**src/rtl/hazard_ctrl_pkg.sv**
```systemverilog
`default_nettype none
// ============================================================================
//  Module      : hazard_ctrl_pkg
//  Description : Shared definitions for the pipeline sequencing controller:
//                address width, the NOP word loaded by flushed stage
//                registers, the controller state type and the load-use
//                hazard detector.
//  Revision    : 1.0 - initial release
// ============================================================================
package hazard_ctrl_pkg;

    localparam int unsigned XLEN = 32;

    // ADDI x0, x0, 0 - what IF/ID and ID/EX load when flushed
    localparam logic [31:0] c_NOP_INSTR = 32'h0000_0013;

    typedef enum logic [1:0] {
        RUN         = 2'd0,
        IMISS       = 2'd1,
        IMISS_REDIR = 2'd2,
        DSTALL      = 2'd3
    } hz_state_e;

    // A load in EX whose destination feeds the instruction now in ID.
    // x0 never carries a dependency.
    function automatic logic load_use_hazard(
        input logic       ex_mem_read,
        input logic [4:0] ex_rd,
        input logic [4:0] id_rs1,
        input logic [4:0] id_rs2,
        input logic       id_uses_rs2
    );
        return ex_mem_read && (ex_rd != 5'd0) &&
               ((ex_rd == id_rs1) || (id_uses_rs2 && (ex_rd == id_rs2)));
    endfunction

endpackage
`default_nettype wire

```
**src/rtl/hazard_ctrl_sat_counter.sv**
```systemverilog
`default_nettype none
// ============================================================================
//  Module      : sat_counter
//  Description : Up-counter that sticks at all-ones instead of wrapping.
//                Synchronous reset loads INIT (zero unless overridden).
//  Ports       : clk      - clock
//                rst      - synchronous active-high reset
//                i_inc    - count one this cycle
//                o_count  - current count
//  Revision    : 1.0 - initial release
// ============================================================================
module sat_counter #(
    parameter int unsigned      WIDTH = 32,
    parameter logic [WIDTH-1:0] INIT  = '0
) (
    input  logic             clk,
    input  logic             rst,
    input  logic             i_inc,
    output logic [WIDTH-1:0] o_count
);

    localparam logic [WIDTH-1:0] c_MAX = {WIDTH{1'b1}};
    localparam logic [WIDTH-1:0] c_ONE = {{(WIDTH-1){1'b0}}, 1'b1};

    logic [WIDTH-1:0] r_count;

    always_ff @(posedge clk) begin
        if (rst) begin
            r_count <= INIT;
        end else if (i_inc && (r_count != c_MAX)) begin
            r_count <= r_count + c_ONE;
        end
    end

    assign o_count = r_count;

endmodule
`default_nettype wire

```
**src/rtl/hazard_ctrl.sv**
```systemverilog
`default_nettype none
// ============================================================================
//  Module      : hazard_ctrl
//  Description : Pipeline sequencing controller for the five-stage RV32I
//                core. Produces PC / IF/ID / ID/EX enables and flushes and
//                later-stage enables, resolving (highest priority first)
//                data-memory wait, taken-branch redirect, load-use hazard
//                and instruction-memory wait. A redirect that arrives while
//                the fetch is missing is latched and applied on the first
//                cycle the fetch completes with data memory idle.
//  Ports       : clk_i, rst_i            - clock, synchronous active-high reset
//                id_*                    - source registers of the ID instruction
//                ex_*                    - EX-stage load / branch information
//                imem_ready_i            - fetch data valid this cycle
//                dmem_busy_i             - data memory stalling
//                pc_*/redirect_pc_o      - PC load enable and redirect select
//                ifid_*/idex_*           - stage register enables / flushes
//                exmem_en_o, memwb_en_o  - later stage enables
//                stall_count_o           - saturating count of PC-hold cycles
//  Revision    : 1.0 - initial release
// ============================================================================
module hazard_ctrl
    import hazard_ctrl_pkg::*;
(
    input  logic            clk_i,
    input  logic            rst_i,
    input  logic [4:0]      id_rs1_i,
    input  logic [4:0]      id_rs2_i,
    input  logic            id_uses_rs2_i,
    input  logic [4:0]      ex_rd_i,
    input  logic            ex_mem_read_i,
    input  logic            ex_branch_taken_i,
    input  logic [XLEN-1:0] ex_target_i,
    input  logic            imem_ready_i,
    input  logic            dmem_busy_i,
    output logic            pc_en_o,
    output logic            pc_redirect_o,
    output logic [XLEN-1:0] redirect_pc_o,
    output logic            ifid_en_o,
    output logic            ifid_flush_o,
    output logic            idex_en_o,
    output logic            idex_flush_o,
    output logic            exmem_en_o,
    output logic            memwb_en_o,
    output logic [31:0]     stall_count_o
);

    hz_state_e       r_state;
    hz_state_e       w_state_nxt;
    hz_state_e       w_eff_state;
    logic            r_pend;
    logic            w_pend_nxt;
    logic [XLEN-1:0] r_target;
    logic [XLEN-1:0] w_target_nxt;
    logic            w_load_use;

    assign w_load_use = load_use_hazard(ex_mem_read_i, ex_rd_i, id_rs1_i,
                                        id_rs2_i, id_uses_rs2_i);

    // DSTALL only freezes; once busy drops the controller behaves as the
    // state it was frozen in. r_pend remembers whether that was a pending
    // redirect, every other frozen state resumes as RUN.
    always_comb begin
        w_eff_state = r_state;
        if (r_state == DSTALL) begin
            w_eff_state = r_pend ? IMISS_REDIR : RUN;
        end
    end

    always_comb begin
        pc_en_o       = 1'b1;
        pc_redirect_o = 1'b0;
        redirect_pc_o = '0;
        ifid_en_o     = 1'b1;
        ifid_flush_o  = 1'b0;
        idex_en_o     = 1'b1;
        idex_flush_o  = 1'b0;
        exmem_en_o    = 1'b1;
        memwb_en_o    = 1'b1;
        w_state_nxt   = RUN;
        w_pend_nxt    = 1'b0;
        w_target_nxt  = r_target;

        if (dmem_busy_i) begin
            pc_en_o     = 1'b0;
            ifid_en_o   = 1'b0;
            idex_en_o   = 1'b0;
            exmem_en_o  = 1'b0;
            memwb_en_o  = 1'b0;
            w_state_nxt = DSTALL;
            w_pend_nxt  = (w_eff_state == IMISS_REDIR);
        end else if (ex_branch_taken_i) begin
            // Both younger instructions are wrong-path; a load-use on the
            // ID instruction is irrelevant because it is discarded here.
            ifid_flush_o = 1'b1;
            idex_flush_o = 1'b1;
            if (imem_ready_i) begin
                pc_redirect_o = 1'b1;
                redirect_pc_o = ex_target_i;
            end else begin
                pc_en_o      = 1'b0;
                w_target_nxt = ex_target_i;
                w_state_nxt  = IMISS_REDIR;
                w_pend_nxt   = 1'b1;
            end
        end else if (w_eff_state == IMISS_REDIR) begin
            // Everything younger than the redirect is wrong-path, so IF/ID
            // and ID/EX stay flushed and a load-use there is moot. The word
            // arriving with imem_ready_i is from the old path and dropped.
            ifid_flush_o = 1'b1;
            idex_flush_o = 1'b1;
            if (imem_ready_i) begin
                pc_redirect_o = 1'b1;
                redirect_pc_o = r_target;
            end else begin
                pc_en_o     = 1'b0;
                w_state_nxt = IMISS_REDIR;
                w_pend_nxt  = 1'b1;
            end
        end else if (w_load_use) begin
            pc_en_o      = 1'b0;
            ifid_en_o    = 1'b0;
            idex_flush_o = 1'b1;
        end else if (!imem_ready_i) begin
            pc_en_o      = 1'b0;
            ifid_flush_o = 1'b1;
            w_state_nxt  = IMISS;
        end
    end

    always_ff @(posedge clk_i) begin
        if (rst_i) begin
            r_state  <= RUN;
            r_pend   <= 1'b0;
            r_target <= '0;
        end else begin
            r_state  <= w_state_nxt;
            r_pend   <= w_pend_nxt;
            r_target <= w_target_nxt;
        end
    end

    sat_counter #(
        .WIDTH (32),
        .INIT  (32'h0000_0000)
    ) u_stall_cnt (
        .clk     (clk_i),
        .rst     (rst_i),
        .i_inc   (~pc_en_o),
        .o_count (stall_count_o)
    );

endmodule
`default_nettype wire

```
**config.mk**
```make
export PLATFORM = sky130hd
export DESIGN_NAME = hazard_ctrl
export DESIGN_NICKNAME = d
export VERILOG_FILES = /design/src/rtl/hazard_ctrl_pkg.sv /design/src/rtl/hazard_ctrl_sat_counter.sv /design/src/rtl/hazard_ctrl.sv
export SDC_FILE = /design/constraint.sdc
export NUM_CORES = 1
export LEC_CHECK = 0
export ABC_AREA = 0
export CAP_MARGIN = 40
export CORE_ASPECT_RATIO = 1.2
export CORE_UTILIZATION = 37
export DETAILED_ROUTE_END_ITERATION = 10
export HOLD_SLACK_MARGIN = 0.06
export PLACE_DENSITY_LB_ADDON = 0.1
export SYNTH_ARGS = -nofsm -noshare
export SYNTH_HDL_FRONTEND = slang
export SYNTH_HIERARCHICAL = 1
export SYNTH_SLANG_ARGS = --single-unit
```
**constraint.sdc**
```tcl
create_clock -name clk_i -period 4 [get_ports clk_i]
set_input_delay 0.8 -clock clk_i [delete_from_list [all_inputs] [get_ports clk_i]]
set_output_delay 0.8 -clock clk_i [all_outputs]
set_load 0.01 [all_outputs]
```
-- Word-level counts from Yosys, hierarchy flattened
Cells that the tools add are included.
- register bits: 67
- latch bits: 0
- bits in writable memories: 0
- bits in read-only memories: 0
- bits of input ports: 54
- output and inout port bits: 72
- memories kept: 0
- add/sub/neg operators: 1
- multiply operators: 0
- div/mod/pow operators: 0
- magnitude comparators: 0
- equality and inequality tests: 5
- shifts and indexed selects: 0
- multiplexer cells: 38
- bitwise logic cells: 3
- reduce and logical (&&, ||, !) cells: 7
- operator list (operator ; count):
    two-way mux 32 bit ; 5
    adder 32 x 1 -> 32 bit (second input constant) ; 1
    inequality test 32 bit (second input constant) ; 1
    two-way mux 1 bit ; 27
    two-way mux 2 bit ; 6
    equality test 5 bit ; 2
    nonzero test 5 bit ; 1
    equality test 2 bit (second input constant) ; 2
    logical AND 1 bit ; 4
    NOT 1 bit ; 3
    AND reduction 3 bit ; 1
    logical OR 1 bit ; 1

-- Depth between registers and ports, before layout
Gate-level depths: netlist (run 1).
- depth in word-level cells: 10
- gate-level depth with buffers: 9

-- By module
The synthesis (run 1) kept the hierarchy.
- by module, submodules not included (module ; instances ; cells an instance ; area each (sq um)):
    hazard_ctrl ; 1 ; 258 ; 1935.6
    sat_counter ; 1 ; 199 ; 1674.1

-- Least setup slack after synthesis (run 1)
No wires, ideal clock.
- path type: in2reg
- start: input port ex_rd_i[4]
- end: register u_stall_cnt.r_count[31] (netlist: u_stall_cnt/o_count[31])
- setup time: 121 ps
- arrival: 3255 ps
- slack: 624 ps
- stages on the path: 9
- path buffers: 0
- path through: xnor2_1 nand3_1 o22a_1 o31ai_1 nand4_1 nor4_2 nand4_1 nor4_1 mux2_2
- longest elaborated chain between the ends: 10
- elaborated cells between the ends (all ways): 13
- those cells by class: 2 x eq/ne; 4 x mux; 1 x bitwise; 6 x reduce/logical
- ends and longest elaborated chain (what ; line ; source):
    from (decl) ; hazard_ctrl.sv:30 ; input logic [4:0] ex_rd_i,
    equality test 5 bit ; hazard_ctrl_pkg.sv:34 ; ((ex_rd == id_rs1) || (id_uses_rs2 && (ex_rd == id_rs2)));
    logical AND 1 bit ; hazard_ctrl_pkg.sv:34 ;
    logical OR 1 bit ; hazard_ctrl_pkg.sv:34 ;
    logical AND 1 bit (*) ; hazard_ctrl_pkg.sv:33 ; return ex_mem_read && (ex_rd != 5'd0) &&
    two-way mux 1 bit (*) ; hazard_ctrl.sv:120 ; end else if (w_load_use) begin
    two-way mux 1 bit (*) ; hazard_ctrl.sv:106 ; end else if (w_eff_state == IMISS_REDIR) begin
    two-way mux 1 bit (*) ; hazard_ctrl.sv:92 ; end else if (ex_branch_taken_i) begin
    two-way mux 1 bit (*) ; hazard_ctrl.sv:84 ; if (dmem_busy_i) begin
    NOT 1 bit (*) ; hazard_ctrl.sv:149 ; .i_inc (~pc_en_o),
    logical AND 1 bit (*) ; hazard_ctrl_sat_counter.sv:30 ; end else if (i_inc && (r_count != c_MAX)) begin
    to (signal assigned) ; hazard_ctrl_sat_counter.sv:31 ; r_count <= r_count + c_ONE;
    to (decl) ; hazard_ctrl_sat_counter.sv:25 ; logic [WIDTH-1:0] r_count;
Every way passes the cells marked *; elsewhere a longest branch is shown, timed or not.
A chain may end at the register's enable or synchronous reset.

-- Final worst setup path (run 1)
- start: input port ex_rd_i[1]
- end: output port ifid_flush_o
- longest elaborated chain between the ends: 8
- elaborated cells between the ends (all ways): 11
- those cells by class: 2 x eq/ne; 4 x mux; 5 x reduce/logical
- ends and longest elaborated chain (what ; line ; source):
    equality test 5 bit ; hazard_ctrl_pkg.sv:34 ;
    logical AND 1 bit ; hazard_ctrl_pkg.sv:34 ;
    logical OR 1 bit ; hazard_ctrl_pkg.sv:34 ;
    logical AND 1 bit (*) ; hazard_ctrl_pkg.sv:33 ;
    two-way mux 1 bit (*) ; hazard_ctrl.sv:120 ;
    two-way mux 1 bit (*) ; hazard_ctrl.sv:106 ;
    two-way mux 1 bit (*) ; hazard_ctrl.sv:92 ;
    two-way mux 1 bit (*) ; hazard_ctrl.sv:84 ;
    to (decl) ; hazard_ctrl.sv:40 ; output logic ifid_flush_o,
Marked as above.

==> run summary, run 1 <==
The worst min-delay path startpoint is r_target[30]$_SDFFE_PP0P_. The via count of the first global-routing pass is 3,486, and the width of the die is 92.17 um. The end of the worst register-to-register path was u_stall_cnt/o_count[31]$_SDFFE_PP0P_. Summed over all failing endpoints, the final setup total negative slack is 0 ns. The number of buffers inserted during clock tree synthesis is 9, and the maximum number of pins on one net before global-route repair is 35.

The maximum clock path buffer count came out at 2. Of the available clock period, the critical path in the final layout requires 92.72%. The number of input and output port buffers inserted works out to 125. The final number of setup-violating endpoints came out at 0. The region available for standard cell placement spans 0.009515 mm2. For this run, global-route usage on met3 was measured as 6.173%.

The highest-utilization routing layer at the global route stage is met2. The number of top-level pins was 126. The tools report the capturing element type of the critical path as an output pin. For the number of H-tree levels, the log shows 3. Measured slew at the worst slew-check pin: 0.6718 ns. Summed over all nets, the half-perimeter wirelength after detailed placement is 6.998 mm. The logs give 0.005342 ns for the setup clock skew after layout and 0 for the max-cap check violation count. The number of pins exceeding their max-slew limit in the final report came out at 0.

For the arrival time of data at the critical path endpoint, the log shows 2.91 ns. After layout, the minimum clock period comes to 3.709 ns. The tools report the number of hold violations in the final report as 0.

The share of synthesized area in the top cell type comes to 37.16%. The iteration count of the initial detailed-routing pass was 4. The vias after detailed routing is 3,695, and the first-pass GRT wire length is 16.13 mm. The class of the tightest hold or removal check was register to register. The fraction of layout instances using a drive strength above 1 is 7.772%. Number of antenna violations at the first check in global routing: 0.

The count of buffer and inverter cells on the critical path is 2. The cell accounting for the most synthesized area was sky130_fd_sc_hd__dfxtp_1. Based on the critical path, the design can be clocked at up to 269.6 MHz. Of all flip-flops after synthesis, the portion carrying an async set or reset was 0%. The total chip power is 1.701 mW, and the number of design rule violations left after detail routing is 0. The area of the mapped netlist was 0.003610 mm2; the worst slew margin relative to its limit was 55.08%. In this run the power density over the cells is 321.2 mW/mm2. The average wire length per cell after detail routing works out to 14.12 um. Total track usage: 19.99%.

Counting flops with a built-in enable in the synthesized netlist gives 0. The sum of overflow across all layers after global routing came out at 0. By area the synthesized netlist is led by sky130_fd_sc_hd__dfxtp_1 37%, sky130_fd_sc_hd__mux2i_1 9.2%, sky130_fd_sc_hd__nand2_1 8.2%.

For the worst flop-to-flop path, the logic depth is 9. The post-cts repair resize count is 0. The cell count of the worst hold path works out to 2.

Traced cell by cell, the critical path runs through clkdlybuf4s50_1, or4_4, o21ai_4, nor2_2, a221oi_2, clkdlybuf4s50_1. The initial utilization of the core area, before any placement, comes to 37.94%. The launching point of the worst reg2reg path was r_pend$_SDFF_PP0_. The hold path endpoint is r_target[30]$_SDFFE_PP0P_. The logs give 67 for the count of clock tree sinks and 51 for the number of distinct library cells after synthesis. In the routed layout, each cell is associated on average with a via count of 5.264. Setup repair after global routing left no endpoint under its margin. TritonCTS built the clock tree. On the worst path, the slowest cell contributes a delay of 0.58 ns. The largest driver fanout on the critical path came out at 4. Global routing used 21.63% of the available met1 tracks. The logs give 36.51% for the met2 layer usage reported by global route and 0.0001970 V for the worst ir drop on vdd.

The run gives 1.31 ns as the reg-to-reg setup timing slack. The number of inserted filler cells in the final layout is 887, and the clock-pin slew of the registers on the worst-case setup and hold paths is 0.05 ns. At the end of routability-driven placement, the weighted congestion stood at 0.8306. The logs give 84 for the number of DRC markers in iteration 0 and 0 for the count of antenna diodes in the layout. The final routed wirelength across all metal layers was 9.914 mm. Post-synthesis to final-layout area growth: 46.69%. In this run, synthesis produced a sequential element count of 67. By startpoint and endpoint, the worst setup path is classified as input port to output pin. The worst-path cell with the longest stage delay was sky130_fd_sc_hd__or4_4. The cell type with the highest occurrence count on the critical path was sky130_fd_sc_hd__clkdlybuf4s50_1. In this run the clock root is driven by a sky130_fd_sc_hd__clkbuf_16.

The flip-flop cell with the highest count after synthesis was sky130_fd_sc_hd__dfxtp_1. For the placement row count, the log shows 39. The cts-stage hold buffer count is 0. The number of nets at the end of the flow is 629. The tools report the later-pin clock latency in the skew report as 0.33 ns. The run finished with clean final reports.

The count of synthesis-stage warnings from yosys is 6, and the register area share after synthesis is 37.16%. Buffers added to address setup during post-CTS repair amount to 0. The tools report the leakage power of the design as 1.825 nW. For the number of antenna-violating nets in the routed design, the log shows 0. The cell family with the largest share of critical-path delay was buffers and inverters. The run gives 0.01016 mm2 as the overall die area. Mean instance size in the synthesized netlist: 7.899 um2. STA classifies the critical path startpoint as an input port.

When the netlist entered floorplanning its net count stood at 512. In this run the vertical extent of the chip is 110.2 um. Synthesis produced a netlist whose cell count is 457. Data on the critical path is required at its endpoint by 3.20 ns.
## where the power goes
part / internal [mW] / switching, mW
combinational: 0.121 / 0.101
sequential: 0.684 / 0.0107
clock: 0.496 / 0.288
## layout by cell type (no fill, tap or decap), drive strengths merged, types with 3 or more instances in the layout
cell           instances
nor4                   5
nand2                 79
and4                   4
a21oi                 56
nor2                  49
or3                   11
inv                    5
nand4                 11
mux2i                 33
nand3                 15
dfxtp                 67
o31ai                 14
clkbuf                11
xnor2                 16
clkinv                 3
and3                   4
buf                   14
or4                   13
o21ai                 10
nand2b                 3
nor2b                  3
clkdlybuf4s50        123
## cell families (layout without fill, tap and decap cells)
family,count (synthesis),after routing,share of synthesized area (%)
buffers and inverters,36,158,4.298
AOI/OAI and AO/OA,95,95,16.43
xor gates and xnor gates,17,17,4.125
adders and majority gates,1,1,0.3466
muxes,35,35,9.775
and+or+nand+nor,206,206,27.87
DFF,67,67,37.16
## sequential cells by signal (all words and copies together) (netlist names)
| name | flops |
|---|---|
| r_state | 2 |
| r_pend | 1 |
| r_target | 32 |
| u_stall_cnt/o_count | 32 |
## worst register-to-register path, cell delays in order, from the launching register on
cell and delay, ns:
sky130_fd_sc_hd__dfxtp_1 0.29, sky130_fd_sc_hd__nand2b_1 0.16, sky130_fd_sc_hd__a21o_2 0.26, sky130_fd_sc_hd__o31ai_1 0.33
sky130_fd_sc_hd__nand4_1 0.30, sky130_fd_sc_hd__nor4_2 0.29, sky130_fd_sc_hd__buf_4 0.18, sky130_fd_sc_hd__nand4_1 0.10
sky130_fd_sc_hd__nor4_1 0.28, sky130_fd_sc_hd__mux2_2 0.38
## metal layers
metal | part of all wire [%] | routed length [um]
met1 | 43 | 4276
met2 | 51 | 5018
met3 | 4.9 | 486
met4 | 1.3 | 133
met5 | 0 | 0
## final cells by class
class	count	area, um2	share of cell area [%]
clock buffer	11	242.7	4.584
clock inverter	5	52.55	0.9924
inverter	5	18.77	0.3544
multi-input combinational	354	2122	40.08
sequential	67	1341	25.33
tap	123	153.9	2.906
timing repair buffer	137	1364	25.76
## how the worst max path moves through the flow
stage	cells past startpoint	slack (ns)	from	endpoint
finish	6	0.29	ex_rd_i[1]	ifid_flush_o
detailed placement	11	0.20	ex_rd_i[2]	u_stall_cnt/o_count[31]$_SDFFE_PP0P_
global placement	6	0.30	ex_rd_i[1]	ifid_flush_o
CTS	6	0.28	ex_rd_i[1]	ifid_flush_o
floorplan	9	0.62	ex_rd_i[4]	u_stall_cnt/o_count[31]$_SDFFE_PP0P_
global route	6	0.20	ex_rd_i[1]	ifid_flush_o
## Yosys cell counts, types with 2 or more instances
| cell type | number |
|---|---|
| sky130_fd_sc_hd__nand2_1 | 79 |
| sky130_fd_sc_hd__dfxtp_1 | 67 |
| sky130_fd_sc_hd__a21oi_1 | 56 |
| sky130_fd_sc_hd__nor2_1 | 48 |
| sky130_fd_sc_hd__mux2i_1 | 33 |
| sky130_fd_sc_hd__clkbuf_1 | 18 |
| sky130_fd_sc_hd__xnor2_1 | 16 |
| sky130_fd_sc_hd__nand3_1 | 14 |
| sky130_fd_sc_hd__o31ai_1 | 14 |
| sky130_fd_sc_hd__or4_1 | 12 |
| sky130_fd_sc_hd__nand4_1 | 11 |
| sky130_fd_sc_hd__buf_2 | 10 |
| sky130_fd_sc_hd__or3_1 | 10 |
| sky130_fd_sc_hd__o21ai_0 | 9 |
| sky130_fd_sc_hd__inv_1 | 5 |
| sky130_fd_sc_hd__and4_1 | 4 |
| sky130_fd_sc_hd__nor4_1 | 4 |
| sky130_fd_sc_hd__and3_1 | 3 |
| sky130_fd_sc_hd__nand2b_1 | 3 |
| sky130_fd_sc_hd__nor2b_1 | 3 |
| sky130_fd_sc_hd__a2111oi_0 | 2 |
| sky130_fd_sc_hd__a211oi_1 | 2 |
| sky130_fd_sc_hd__and2_1 | 2 |
| sky130_fd_sc_hd__buf_4 | 2 |
| sky130_fd_sc_hd__nor3_1 | 2 |
| sky130_fd_sc_hd__nor3b_1 | 2 |
| sky130_fd_sc_hd__or2_2 | 2 |
## stage by stage
stage                     cell area (um2)  cells  utilization, %  setup slack (ns)  hold slack [ns]
after floorplan                      3610    457               -            0.6240           0.4357
after global placement               4972    685           52.26            0.2996           0.4413
after detailed placement             5000    686           52.54            0.1985           0.4456
after CTS                            5295    702           55.65            0.2786           0.4531
after global routing                 5295    702           55.65            0.1967           0.4755
final                                5295    702           55.65            0.2910           0.4524
Note: power is estimated with default switching activity, not from simulation.
==> run 2: changes to the inputs <==
--- a/config.mk
+++ b/config.mk
@@ -12,6 +12,7 @@
 export DETAILED_ROUTE_END_ITERATION = 10
 export HOLD_SLACK_MARGIN = 0.06
 export PLACE_DENSITY_LB_ADDON = 0.1
+export SLEW_MARGIN = 20
 export SYNTH_ARGS = -nofsm -noshare
 export SYNTH_HDL_FRONTEND = slang
 export SYNTH_HIERARCHICAL = 1
==> results of run 2 <==
No change in the layout: final DEF, timing and power equal those of run 1.
